File: src/rtl/axi4_lite_cmd_arbiter_if.sv
// Bundle of signals between the two requesters, the arbiter and the
// AXI4-Lite master command port.
//   m0_* / m1_* : requester side (req/write/addr/wdata in, ack/rdata/err out)
//   read_s, write_s, address, W_data : start strobes and command to the master
//   txn_done, txn_rdata, txn_resp    : completion returned by the master
// modport master : arbiter view (drives strobes/command and requester acks)
// modport slave  : environment view (drives requests and master completion)
interface axi4_lite_cmd_arbiter_if #(
  parameter int ADDR_W = 32,
  parameter int DATA_W = 32
);
  logic              m0_req;
  logic              m0_write;
  logic [ADDR_W-1:0] m0_addr;
  logic [DATA_W-1:0] m0_wdata;
  logic              m0_ack;
  logic [DATA_W-1:0] m0_rdata;
  logic              m0_err;

  logic              m1_req;
  logic              m1_write;
  logic [ADDR_W-1:0] m1_addr;
  logic [DATA_W-1:0] m1_wdata;
  logic              m1_ack;
  logic [DATA_W-1:0] m1_rdata;
  logic              m1_err;

  logic              read_s;
  logic              write_s;
  logic [ADDR_W-1:0] address;
  logic [DATA_W-1:0] W_data;
  logic              txn_done;
  logic [DATA_W-1:0] txn_rdata;
  logic [1:0]        txn_resp;

  modport master (
    input  m0_req, m0_write, m0_addr, m0_wdata,
    output m0_ack, m0_rdata, m0_err,
    input  m1_req, m1_write, m1_addr, m1_wdata,
    output m1_ack, m1_rdata, m1_err,
    output read_s, write_s, address, W_data,
    input  txn_done, txn_rdata, txn_resp
  );

  modport slave (
    output m0_req, m0_write, m0_addr, m0_wdata,
    input  m0_ack, m0_rdata, m0_err,
    output m1_req, m1_write, m1_addr, m1_wdata,
    input  m1_ack, m1_rdata, m1_err,
    input  read_s, write_s, address, W_data,
    output txn_done, txn_rdata, txn_resp
  );
endinterface

File: src/rtl/axi4_lite_cmd_arbiter.sv
// Round-robin arbiter sharing one AXI4-Lite master command port between two
// requesters. One transaction at a time: grant, one-cycle start strobe, wait
// for completion (with optional timeout), one-cycle ack back to the requester.
// Ports:
//   ACLK    : clock, rising edge
//   ARESETN : asynchronous active-low reset
//   bus     : axi4_lite_cmd_arbiter_if.master (requesters + master command port)
module axi4_lite_cmd_arbiter #(
  parameter int          ADDR_W         = 32,
  parameter int          DATA_W         = 32,
  parameter int unsigned TIMEOUT_CYCLES = 64
) (
  input logic                      ACLK,
  input logic                      ARESETN,
  axi4_lite_cmd_arbiter_if.master  bus
);

  typedef enum logic [1:0] {IDLE, ISSUE, WAIT, RESP} state_t;

  localparam logic [31:0] TMO_LAST = 32'(TIMEOUT_CYCLES) - 32'd1;

  state_t            state, state_nxt;
  logic              rr;          // preferred requester when both request
  logic              gnt;         // index of the requester being served
  logic              wr_lat;
  logic [ADDR_W-1:0] addr_lat;
  logic [DATA_W-1:0] wdata_lat;
  logic [31:0]       tmo_cnt;
  logic [DATA_W-1:0] rdata0, rdata1;
  logic              err0, err1;

  logic              any_req;
  logic              grant_sel;
  logic              tmo_hit;
  logic              cap_en;
  logic [DATA_W-1:0] cap_rdata;
  logic              cap_err;

  function automatic logic resp_is_err(input logic [1:0] resp);
    return resp != 2'b00;
  endfunction

  assign any_req   = bus.m0_req | bus.m1_req;
  assign grant_sel = (bus.m0_req && bus.m1_req) ? rr : bus.m1_req;
  assign tmo_hit   = (TIMEOUT_CYCLES != 0) && (tmo_cnt == TMO_LAST);
  assign cap_en    = (state == WAIT) && (bus.txn_done || tmo_hit);

  // Completion wins over a timeout landing on the same cycle.
  always_comb begin
    cap_rdata = '0;
    cap_err   = 1'b1;
    if (bus.txn_done) begin
      cap_rdata = wr_lat ? '0 : bus.txn_rdata;
      cap_err   = resp_is_err(bus.txn_resp);
    end
  end

  always_comb begin
    state_nxt = state;
    case (state)
      IDLE:    if (any_req) state_nxt = ISSUE;
      ISSUE:   state_nxt = WAIT;
      WAIT:    if (bus.txn_done || tmo_hit) state_nxt = RESP;
      RESP:    state_nxt = IDLE;
      default: state_nxt = IDLE;
    endcase
  end

  // State register, request latch, timeout counter and response capture
  always_ff @(posedge ACLK or negedge ARESETN) begin
    if (!ARESETN) begin
      state     <= IDLE;
      rr        <= 1'b0;
      gnt       <= 1'b0;
      wr_lat    <= 1'b0;
      addr_lat  <= '0;
      wdata_lat <= '0;
      tmo_cnt   <= '0;
      rdata0    <= '0;
      rdata1    <= '0;
      err0      <= 1'b0;
      err1      <= 1'b0;
    end else begin
      state <= state_nxt;
      case (state)
        IDLE: begin
          if (any_req) begin
            gnt       <= grant_sel;
            wr_lat    <= grant_sel ? bus.m1_write : bus.m0_write;
            addr_lat  <= grant_sel ? bus.m1_addr  : bus.m0_addr;
            wdata_lat <= grant_sel ? bus.m1_wdata : bus.m0_wdata;
          end
        end
        ISSUE: tmo_cnt <= '0;
        WAIT: begin
          if (cap_en) begin
            if (gnt) begin
              rdata1 <= cap_rdata;
              err1   <= cap_err;
            end else begin
              rdata0 <= cap_rdata;
              err0   <= cap_err;
            end
          end else begin
            tmo_cnt <= tmo_cnt + 32'd1;
          end
        end
        RESP: rr <= ~gnt;
        default: ;
      endcase
    end
  end

  // Outputs decoded from state so reset forces them low immediately
  assign bus.read_s   = (state == ISSUE) && !wr_lat;
  assign bus.write_s  = (state == ISSUE) && wr_lat;
  assign bus.address  = (state == ISSUE || state == WAIT) ? addr_lat : '0;
  assign bus.W_data   = ((state == ISSUE || state == WAIT) && wr_lat) ? wdata_lat : '0;
  assign bus.m0_ack   = (state == RESP) && !gnt;
  assign bus.m1_ack   = (state == RESP) && gnt;
  assign bus.m0_rdata = rdata0;
  assign bus.m0_err   = err0;
  assign bus.m1_rdata = rdata1;
  assign bus.m1_err   = err1;

endmodule

File: src/flat_wrapper.sv
// flat-port wrapper written by rule: the top's interface ports become plain ports
module axi4_lite_cmd_arbiter_flat 
#(
  parameter int          ADDR_W         = 32,
  parameter int          DATA_W         = 32,
  parameter int unsigned TIMEOUT_CYCLES = 64
)
  (ACLK, ARESETN, bus_m0_req, bus_m0_write, bus_m0_addr, bus_m0_wdata, bus_m0_ack, bus_m0_rdata, bus_m0_err, bus_m1_req, bus_m1_write, bus_m1_addr, bus_m1_wdata, bus_m1_ack, bus_m1_rdata, bus_m1_err, bus_read_s, bus_write_s, bus_address, bus_W_data, bus_txn_done, bus_txn_rdata, bus_txn_resp);
  axi4_lite_cmd_arbiter_if #(.ADDR_W(ADDR_W), .DATA_W(DATA_W)) bus_i ();
  input logic ACLK;
  input logic ARESETN;
  input wire logic [$bits(bus_i.m0_req)-1:0] bus_m0_req;
  input wire logic [$bits(bus_i.m0_write)-1:0] bus_m0_write;
  input wire logic [$bits(bus_i.m0_addr)-1:0] bus_m0_addr;
  input wire logic [$bits(bus_i.m0_wdata)-1:0] bus_m0_wdata;
  output wire logic [$bits(bus_i.m0_ack)-1:0] bus_m0_ack;
  output wire logic [$bits(bus_i.m0_rdata)-1:0] bus_m0_rdata;
  output wire logic [$bits(bus_i.m0_err)-1:0] bus_m0_err;
  input wire logic [$bits(bus_i.m1_req)-1:0] bus_m1_req;
  input wire logic [$bits(bus_i.m1_write)-1:0] bus_m1_write;
  input wire logic [$bits(bus_i.m1_addr)-1:0] bus_m1_addr;
  input wire logic [$bits(bus_i.m1_wdata)-1:0] bus_m1_wdata;
  output wire logic [$bits(bus_i.m1_ack)-1:0] bus_m1_ack;
  output wire logic [$bits(bus_i.m1_rdata)-1:0] bus_m1_rdata;
  output wire logic [$bits(bus_i.m1_err)-1:0] bus_m1_err;
  output wire logic [$bits(bus_i.read_s)-1:0] bus_read_s;
  output wire logic [$bits(bus_i.write_s)-1:0] bus_write_s;
  output wire logic [$bits(bus_i.address)-1:0] bus_address;
  output wire logic [$bits(bus_i.W_data)-1:0] bus_W_data;
  input wire logic [$bits(bus_i.txn_done)-1:0] bus_txn_done;
  input wire logic [$bits(bus_i.txn_rdata)-1:0] bus_txn_rdata;
  input wire logic [$bits(bus_i.txn_resp)-1:0] bus_txn_resp;
  assign bus_i.m0_req = bus_m0_req;
  assign bus_i.m0_write = bus_m0_write;
  assign bus_i.m0_addr = bus_m0_addr;
  assign bus_i.m0_wdata = bus_m0_wdata;
  assign bus_m0_ack = bus_i.m0_ack;
  assign bus_m0_rdata = bus_i.m0_rdata;
  assign bus_m0_err = bus_i.m0_err;
  assign bus_i.m1_req = bus_m1_req;
  assign bus_i.m1_write = bus_m1_write;
  assign bus_i.m1_addr = bus_m1_addr;
  assign bus_i.m1_wdata = bus_m1_wdata;
  assign bus_m1_ack = bus_i.m1_ack;
  assign bus_m1_rdata = bus_i.m1_rdata;
  assign bus_m1_err = bus_i.m1_err;
  assign bus_read_s = bus_i.read_s;
  assign bus_write_s = bus_i.write_s;
  assign bus_address = bus_i.address;
  assign bus_W_data = bus_i.W_data;
  assign bus_i.txn_done = bus_txn_done;
  assign bus_i.txn_rdata = bus_txn_rdata;
  assign bus_i.txn_resp = bus_txn_resp;
  axi4_lite_cmd_arbiter #(.ADDR_W(ADDR_W), .DATA_W(DATA_W), .TIMEOUT_CYCLES(TIMEOUT_CYCLES)) u_core (.ACLK(ACLK), .ARESETN(ARESETN), .bus(bus_i));
endmodule
File: config.mk
export PLATFORM = sky130hd
export DESIGN_NAME = axi4_lite_cmd_arbiter_flat
export DESIGN_NICKNAME = d
export VERILOG_FILES = /design/src/rtl/axi4_lite_cmd_arbiter_if.sv /design/src/rtl/axi4_lite_cmd_arbiter.sv /design/src/flat_wrapper.sv
export SDC_FILE = /design/constraint.sdc
export NUM_CORES = 1
export LEC_CHECK = 0
export ABC_AREA = 1
export CAP_MARGIN = 20
export CORE_MARGIN = 3
export CORE_UTILIZATION = 50
export DETAILED_ROUTE_END_ITERATION = 7
export PLACE_DENSITY = 0.87
export SLEW_MARGIN = 10
export SYNTH_ARGS = -nofsm -noshare
export SYNTH_HDL_FRONTEND = slang
export SYNTH_SLANG_ARGS = --single-unit
export TNS_END_PERCENT = 20
File: constraint.sdc
create_clock -name ACLK -period 3.6 [get_ports ACLK]
set_clock_uncertainty 0.15 [all_clocks]
set_input_delay 0.72 -clock ACLK [delete_from_list [all_inputs] [get_ports ACLK]]
set_output_delay 0.72 -clock ACLK [all_outputs]
set_load 0.01 [all_outputs]
==> results of run 1 <==
[cells by family after synthesis]
logic type,share of synthesized area
compound gates,0.09257
xor+xnor,0.006873
fa+ha+maj,0.007013
flops,0.4684
simple gates,0.3269
buf+inv,0.09818
[layout make-up]
class | count | area, µm²
diodes | 3 | 7.507
well taps | 225 | 281.5
inverters | 136 | 510.5
multi-input cells | 861 | 3890
clock inverters | 13 | 130.1
flip-flops and latches | 167 | 4179
repair buffers | 318 | 3157
clock buffers | 19 | 452.9
fillers | 1312 | 4748
[state kept, by name, summed over array words and instances (netlist names)]
| signal | count |
|---|---|
| u_core.bus.m0_rdata | 32 |
| u_core.bus.m1_rdata | 32 |
| u_core.state | 2 |
| u_core.wdata_lat | 32 |
| u_core.wr_lat | 1 |
| u_core.rr | 1 |
| u_core.tmo_cnt | 32 |
| u_core.bus.m0_err | 1 |
| u_core.gnt | 1 |
| u_core.addr_lat | 32 |
| u_core.bus.m1_err | 1 |
[power by group through the flow]
| stage | logic [mW] | registers, mW | clock network, mW |
|---|---|---|---|
| after floorplan | 2.32 | 2.94 | 0 |
| after global placement | 4.44 | 2.88 | 0 |
| after detailed placement | 4.51 | 2.89 | 0 |
| after CTS | 4.54 | 2.87 | 1.83 |
| after global routing | 4.98 | 2.94 | 1.92 |
| final | 4.54 | 2.88 | 1.81 |
[cells in the mapped netlist (2+ instances only)]
cell / count
nand3_1: 47
clkbuf_1: 43
nor2_2: 2
a21oi_1: 17
xnor2_1: 3
nand2_2: 2
buf_1: 5
o22ai_1: 33
buf_6: 8
nand4_1: 66
and2_0: 2
o21ai_0: 105
nand3b_1: 4
dfrtp_1: 167
ha_1: 5
buf_2: 19
xor2_1: 4
nor2_1: 207
nand2_4: 2
inv_1: 134
nand2_1: 353
nand3_2: 2
[metrics by stage]
step / hold slack, ps / cells
finish: 28.24 / 1742
global placement: 303.3 / 1707
floorplan: 274.4 / 1239
global route: 57.39 / 1742
detailed placement: 307.8 / 1707
CTS: 41.66 / 1739
[worst reg2reg max path, stage by stage (launching register included)]
cell,delay (ps)
dfrtp_1,380
ha_1,190
nand2_2,80
nor2_4,120
nand3_1,80
nor2_1,170
nand2_2,130
nand2_8,330
nand3_2,670
nand2_1,270
nand2_1,80
[metal layers]
metal | vias up | GRT usage
met5 | - | 0
met4 | 0 | 0.1219
met3 | 67 | 0.08282
met2 | 414 | 0.4786
met1 | 4376 | 0.3519
li1 | 4472 | -
[worst paths after layout]
path                                    startpoint                 endpoint  cells past startpoint
hold reg to reg            u_core.bus.m1_rdata[27]  u_core.bus.m1_rdata[27]                      2
hold / removal                             ARESETN      u_core.addr_lat[20]                      1
max in group asynchronous                  ARESETN  u_core.bus.m1_rdata[23]                      2
setup reg to reg                 u_core.tmo_cnt[0]  u_core.bus.m0_rdata[10]                     10
setup / recovery                   u_core.state[1]          bus_address[28]                      6
min in group ACLK          u_core.bus.m1_rdata[27]  u_core.bus.m1_rdata[27]                      2
==> run metrics, run 1 <==
Overflow after GRT 0; port bufs 302; total core area 17360 µm²; Mapped Cells 1239; maxcap violations 0; Netlist cell types 31; Crit Path Category flop to output port; sequential power share 0.312; # nets final 1675; Internal Power 5.420 mW; most common cell after layout, fill and taps aside nand2_1; status completed; largest vdd supply drop 0.5630 mV; first-pass GRT wire length 45860 µm; startpoint type of the worst setup path flop; RSZ-0062 raised after global routing no; layout cells sized above 1 0.04293; die area 19480 µm²; P_leak 6.094 nW; worst reg2reg setup slack 840 ps; area fraction of the dominant cell type after synthesis 0.4684; switching pwr 3.810 mW; initial drt markers 653; Clk Latency, worst-skew pair 430 ps; FP Rows 48; Synth Flop Type dfrtp_1; fin util 0.7264; total power 9.230 mW; endpoints failing setup 0; crit path DAT 2370 ps; DR pass1 iterations 6; Vias per Instance 5.355; DP HPWL 19900 µm; Die H 139.6 µm; clock transition at the registers of the reported paths 70 ps; clock share of power 0.196; Synth Net Count 1413; most frequent cells in the layout nand2_1 (353), clkdlybuf4s50_1 (301), nor2_1 (207); Root Buffer clkbuf_16; CTS sink count 167; DRT antenna net count 0; Hold-fix buffers, CTS 0; Relative slew margins 0.3083; fin. max-slew vios 0; Met2 Wirelength 14030 µm; peak fanout along the critical path 34; share of the yosys chip area belonging to registers 0.4684; DRT met1 WL 11040 µm; type of the worst min-delay path input pin to async pin; die width 139.6 µm; Crit path top cell by count inv_1; DRC violations left 0; CTS max path bufs 2; Slowest-stage cell, CP clkdlybuf4s50_1; worst setup margin 361.1 ps; CP peak stage delay 530 ps; achievable frequency 308.7 MHz; number of synthesized flops with an enable pin 0; post-CTS setup repair buffer count 0; Data required, critical path 2730 ps; post_cts resized 0; Post-Syn Area 8921 µm²; initial antenna violation count 3; yosys warns 0; TritonCTS buffer count 17; met3 routed WL 2403 µm; Worst Path Buf+Inv 4; GP Congestion 0.8998; asr flop ratio synth 1.000; Yosys reg bits 167; synth top area cells dfrtp_1 (47%), nand2_1 (15%), nor2_1 (8.7%); combinational power share 0.492; H-Tree Level Count 4; worst path cell trace inv_1 -> ha_2 -> buf_4 -> nand2_1 -> inv_1 -> clkdlybuf4s50_1; Worst Tran Pin Value 1036 ps; min cycle time layout 3239 ps; boundary pin count 303; Power per Cell Area 732.1 nW/µm²; max layer used met4; largest net degree at the start of global routing 97; pre-CTS setup slack 566.8 ps; Final period util 0.8997; setup tns final 0 ps; Area after DPL 12020 µm²; delay-heaviest family, CP buffers and inverters; area grow syn2layout 41.33%; endpoints failing hold 0; CTS tree built; Synth area leader dfrtp_1; vias in the first global route 9162; Syn Area/Cell 7.200 µm²; design area 12610 µm²; DR vias 9329; Initial Util 0.5140; GR Util All Layers 0.2878; CP endpoint kind output port; switch share 0.4128; final WL 28540 µm; routed len/inst 16.38 µm
(Power assumes the default switching activity.)
==> run 2: changes to the inputs <==
--- a/config.mk
+++ b/config.mk
@@ -8,9 +8,9 @@
 export ABC_AREA = 1
 export CAP_MARGIN = 20
 export CORE_MARGIN = 3
-export CORE_UTILIZATION = 50
+export CORE_UTILIZATION = 42
 export DETAILED_ROUTE_END_ITERATION = 7
-export PLACE_DENSITY = 0.87
+export PLACE_DENSITY = 0.76
 export SLEW_MARGIN = 10
 export SYNTH_ARGS = -nofsm -noshare
 export SYNTH_HDL_FRONTEND = slang
==> constraint.sdc (replaced) <==
create_clock -name ACLK -period 2.9 [get_ports ACLK]
set_clock_uncertainty 0.15 [all_clocks]
set_input_delay 0.58 -clock ACLK [delete_from_list [all_inputs] [get_ports ACLK]]
set_output_delay 0.58 -clock ACLK [all_outputs]
set_load 0.01 [all_outputs]
==> run metrics, run 2 (same netlist as run 1, synthesis figures left out) <==
maxcap violations 0 (unchanged); status finished, violations left; fill count 1861 (+42%); Root Buffer clkbuf_16; first-pass GRT wire length 46350 µm (+1.1%); die width 151.7 µm (+8.7%); achievable frequency 354.6 MHz; worst reg2reg setup slack 640 ps (-200 ps); crit path from u_core.state[0]; DRT antenna net count 0 (unchanged); layout cells sized above 1 0.05170 (+0.008769); Relative slew margins 0.2906 (-0.01768); Worst Tran Pin Value 1063 ps (+26.50 ps); CTS tree built; FP Rows 52 (+8.3%); most frequent cells in the layout nand2_1 (353), clkdlybuf4s50_1 (247), nor2_1 (207); vias in the first global route 8876 (-3.1%); setup tns final 0 ps (unchanged); largest net degree at the start of global routing 100 (+3.1%); Crit path top cell by count inv_1; startpoint type of the worst setup path flop; initial antenna violation count 3 (unchanged); die area 23030 µm² (+18%); H-Tree Level Count 4 (unchanged); crit path DAT 2090 ps (-280 ps); worst path cell trace inv_1 -> ha_4 -> buf_12 -> nand2_1 -> inv_1 -> clkdlybuf4s50_1; boundary pin count 303 (unchanged); reg2reg end u_core.tmo_cnt[14]; most common cell after layout, fill and taps aside nand2_1; Initial Util 0.4339 (-0.08008); DR vias 9123 (-2.2%); min cycle time layout 2820 ps; final WL 29370 µm (+2.9%); DP HPWL 20780 µm (+4.4%); Crit Path Category flop to output port; peak fanout along the critical path 13 (-62%); total power 11.78 mW (+28%); R2R Path Start u_core.tmo_cnt[1]; DRC violations left 0 (unchanged); DR pass1 iterations 5 (-1); FF-to-FF path depth 11 (+1); CTS sink count 167 (unchanged); Clk Latency, worst-skew pair 420 ps (about the same); hold_ws -8.474 ps (-36.71 ps); Vias per Instance 5.066 (-5.4%); Area after DPL 12170 µm² (+1.3%); Slowest-stage cell, CP clkdlybuf4s50_1; Hold-fix buffers, CTS 0 (unchanged); total core area 20560 µm² (+18%); initial drt markers 588 (-10%); port bufs 302 (unchanged); Final Instance Count excl. Fillers 1801 (+3.4%); endpoints failing hold 11 (+11); GP Congestion 0.9093 (+1.1%); CP peak stage delay 530 ps (about the same); P_leak 6.525 nW (+7.1%); routed len/inst 16.31 µm (-0.47%); placed cells 1760 (+3.1%); # nets final 1690 (+0.90%); Overflow after GRT 0 (unchanged); area grow syn2layout 44.10%; Final period util 0.9726; CP endpoint kind output port; endpoints failing setup 0 (unchanged); largest vdd supply drop 0.4930 mV (-12%); CTS max path bufs 2 (unchanged); design area 12850 µm² (+2.0%); clock transition at the registers of the reported paths 70 ps (about the same); Die H 151.7 µm (+8.7%); fin util 0.6252 (-0.1012); TritonCTS buffer count 17 (unchanged); Power per Cell Area 916.0 nW/µm² (+25%); failing checks hold timing; type of the worst min-delay path input pin to async pin; fin. max-slew vios 0 (unchanged); Data required, critical path 2170 ps (-560 ps); GR Util All Layers 0.2539 (-0.03390)
[run 2: cell types whose count changed in the layout (fill, tap and decap cells not counted), sizes merged]
cell and change:
bufinv +1, clkbuf -1, clkinvlp +1, dlymetal6s2s +9, buf +13, dlygate4sd2 +45, inv +1, bufbuf +1
clkdlybuf4s50 -54, clkinv -2
[run 2: what timing repair did]
| item | 4_1_cts | 5_1_grt |
|---|---|---|
| endpoints found under the setup margin | 64 | 7 |
| gates resized for setup | 47 | 10 |
| pin swaps | 1 | 1 |
| gates cloned | 2 | 1 |
| buffers inserted | 1 | 3 |
[run 2: routing by layer]
layer	part of all wire	track usage	up-vias
met5	0	0	-
met4	0.021	0.07682	0
met3	0.069	0.05830	37
met2	0.50	0.4249	330
met1	0.41	0.3296	4275
li1	-	-	4481
[run 2: how the worst max path moves through the flow]
stage,endpoint,slack (ps),cells after the start
finish,bus_address[21],80,6
floorplan,bus_address[0],660,6
global route,bus_W_data[30],-2,7
CTS,bus_address[26],-70,6
detailed placement,bus_address[25],320,6
global placement,bus_address[25],350,6
[run 2: worst max-delay path: cells and delay by family, from the launching register on]
family / cells / cell delay [ps]
simple gates: 1 / 60
flops: 1 / 380
buf+inv: 4 / 870
fa+ha+maj: 1 / 350
[run 2: area by class of cell]
class / instances / area, µm² / area share
multi-input combinational: 861 / 3900 / 0.3034
antenna: 3 / 7.507 / 0.0005840
clock buffer: 17 / 425.4 / 0.03309
timing repair buffer: 333 / 3339 / 0.2598
tap: 270 / 337.8 / 0.02628
clock inverter: 14 / 155.1 / 0.01207
inverter: 136 / 510.5 / 0.03971
sequential: 167 / 4179 / 0.3251
[run 2: stage by stage]
step           setup WS [ps]  hold WS, ps
4_1_cts               -69.36        6.818
6_report               79.58       -8.474
3_5_place_dp           318.2        307.0
2_1_floorplan          660.1        134.4
5_1_grt               -2.130        28.18
3_3_place_gp           350.3        302.8
[run 2: where the power goes]
group / total, mW / leakage (nW) / internal [mW] / switching, mW
registers: 3.55 / 2.17 / 3.15 / 0.401
clock network: 2.26 / 0.282 / 1.22 / 1.04
logic: 5.96 / 4.07 / 2.60 / 3.37
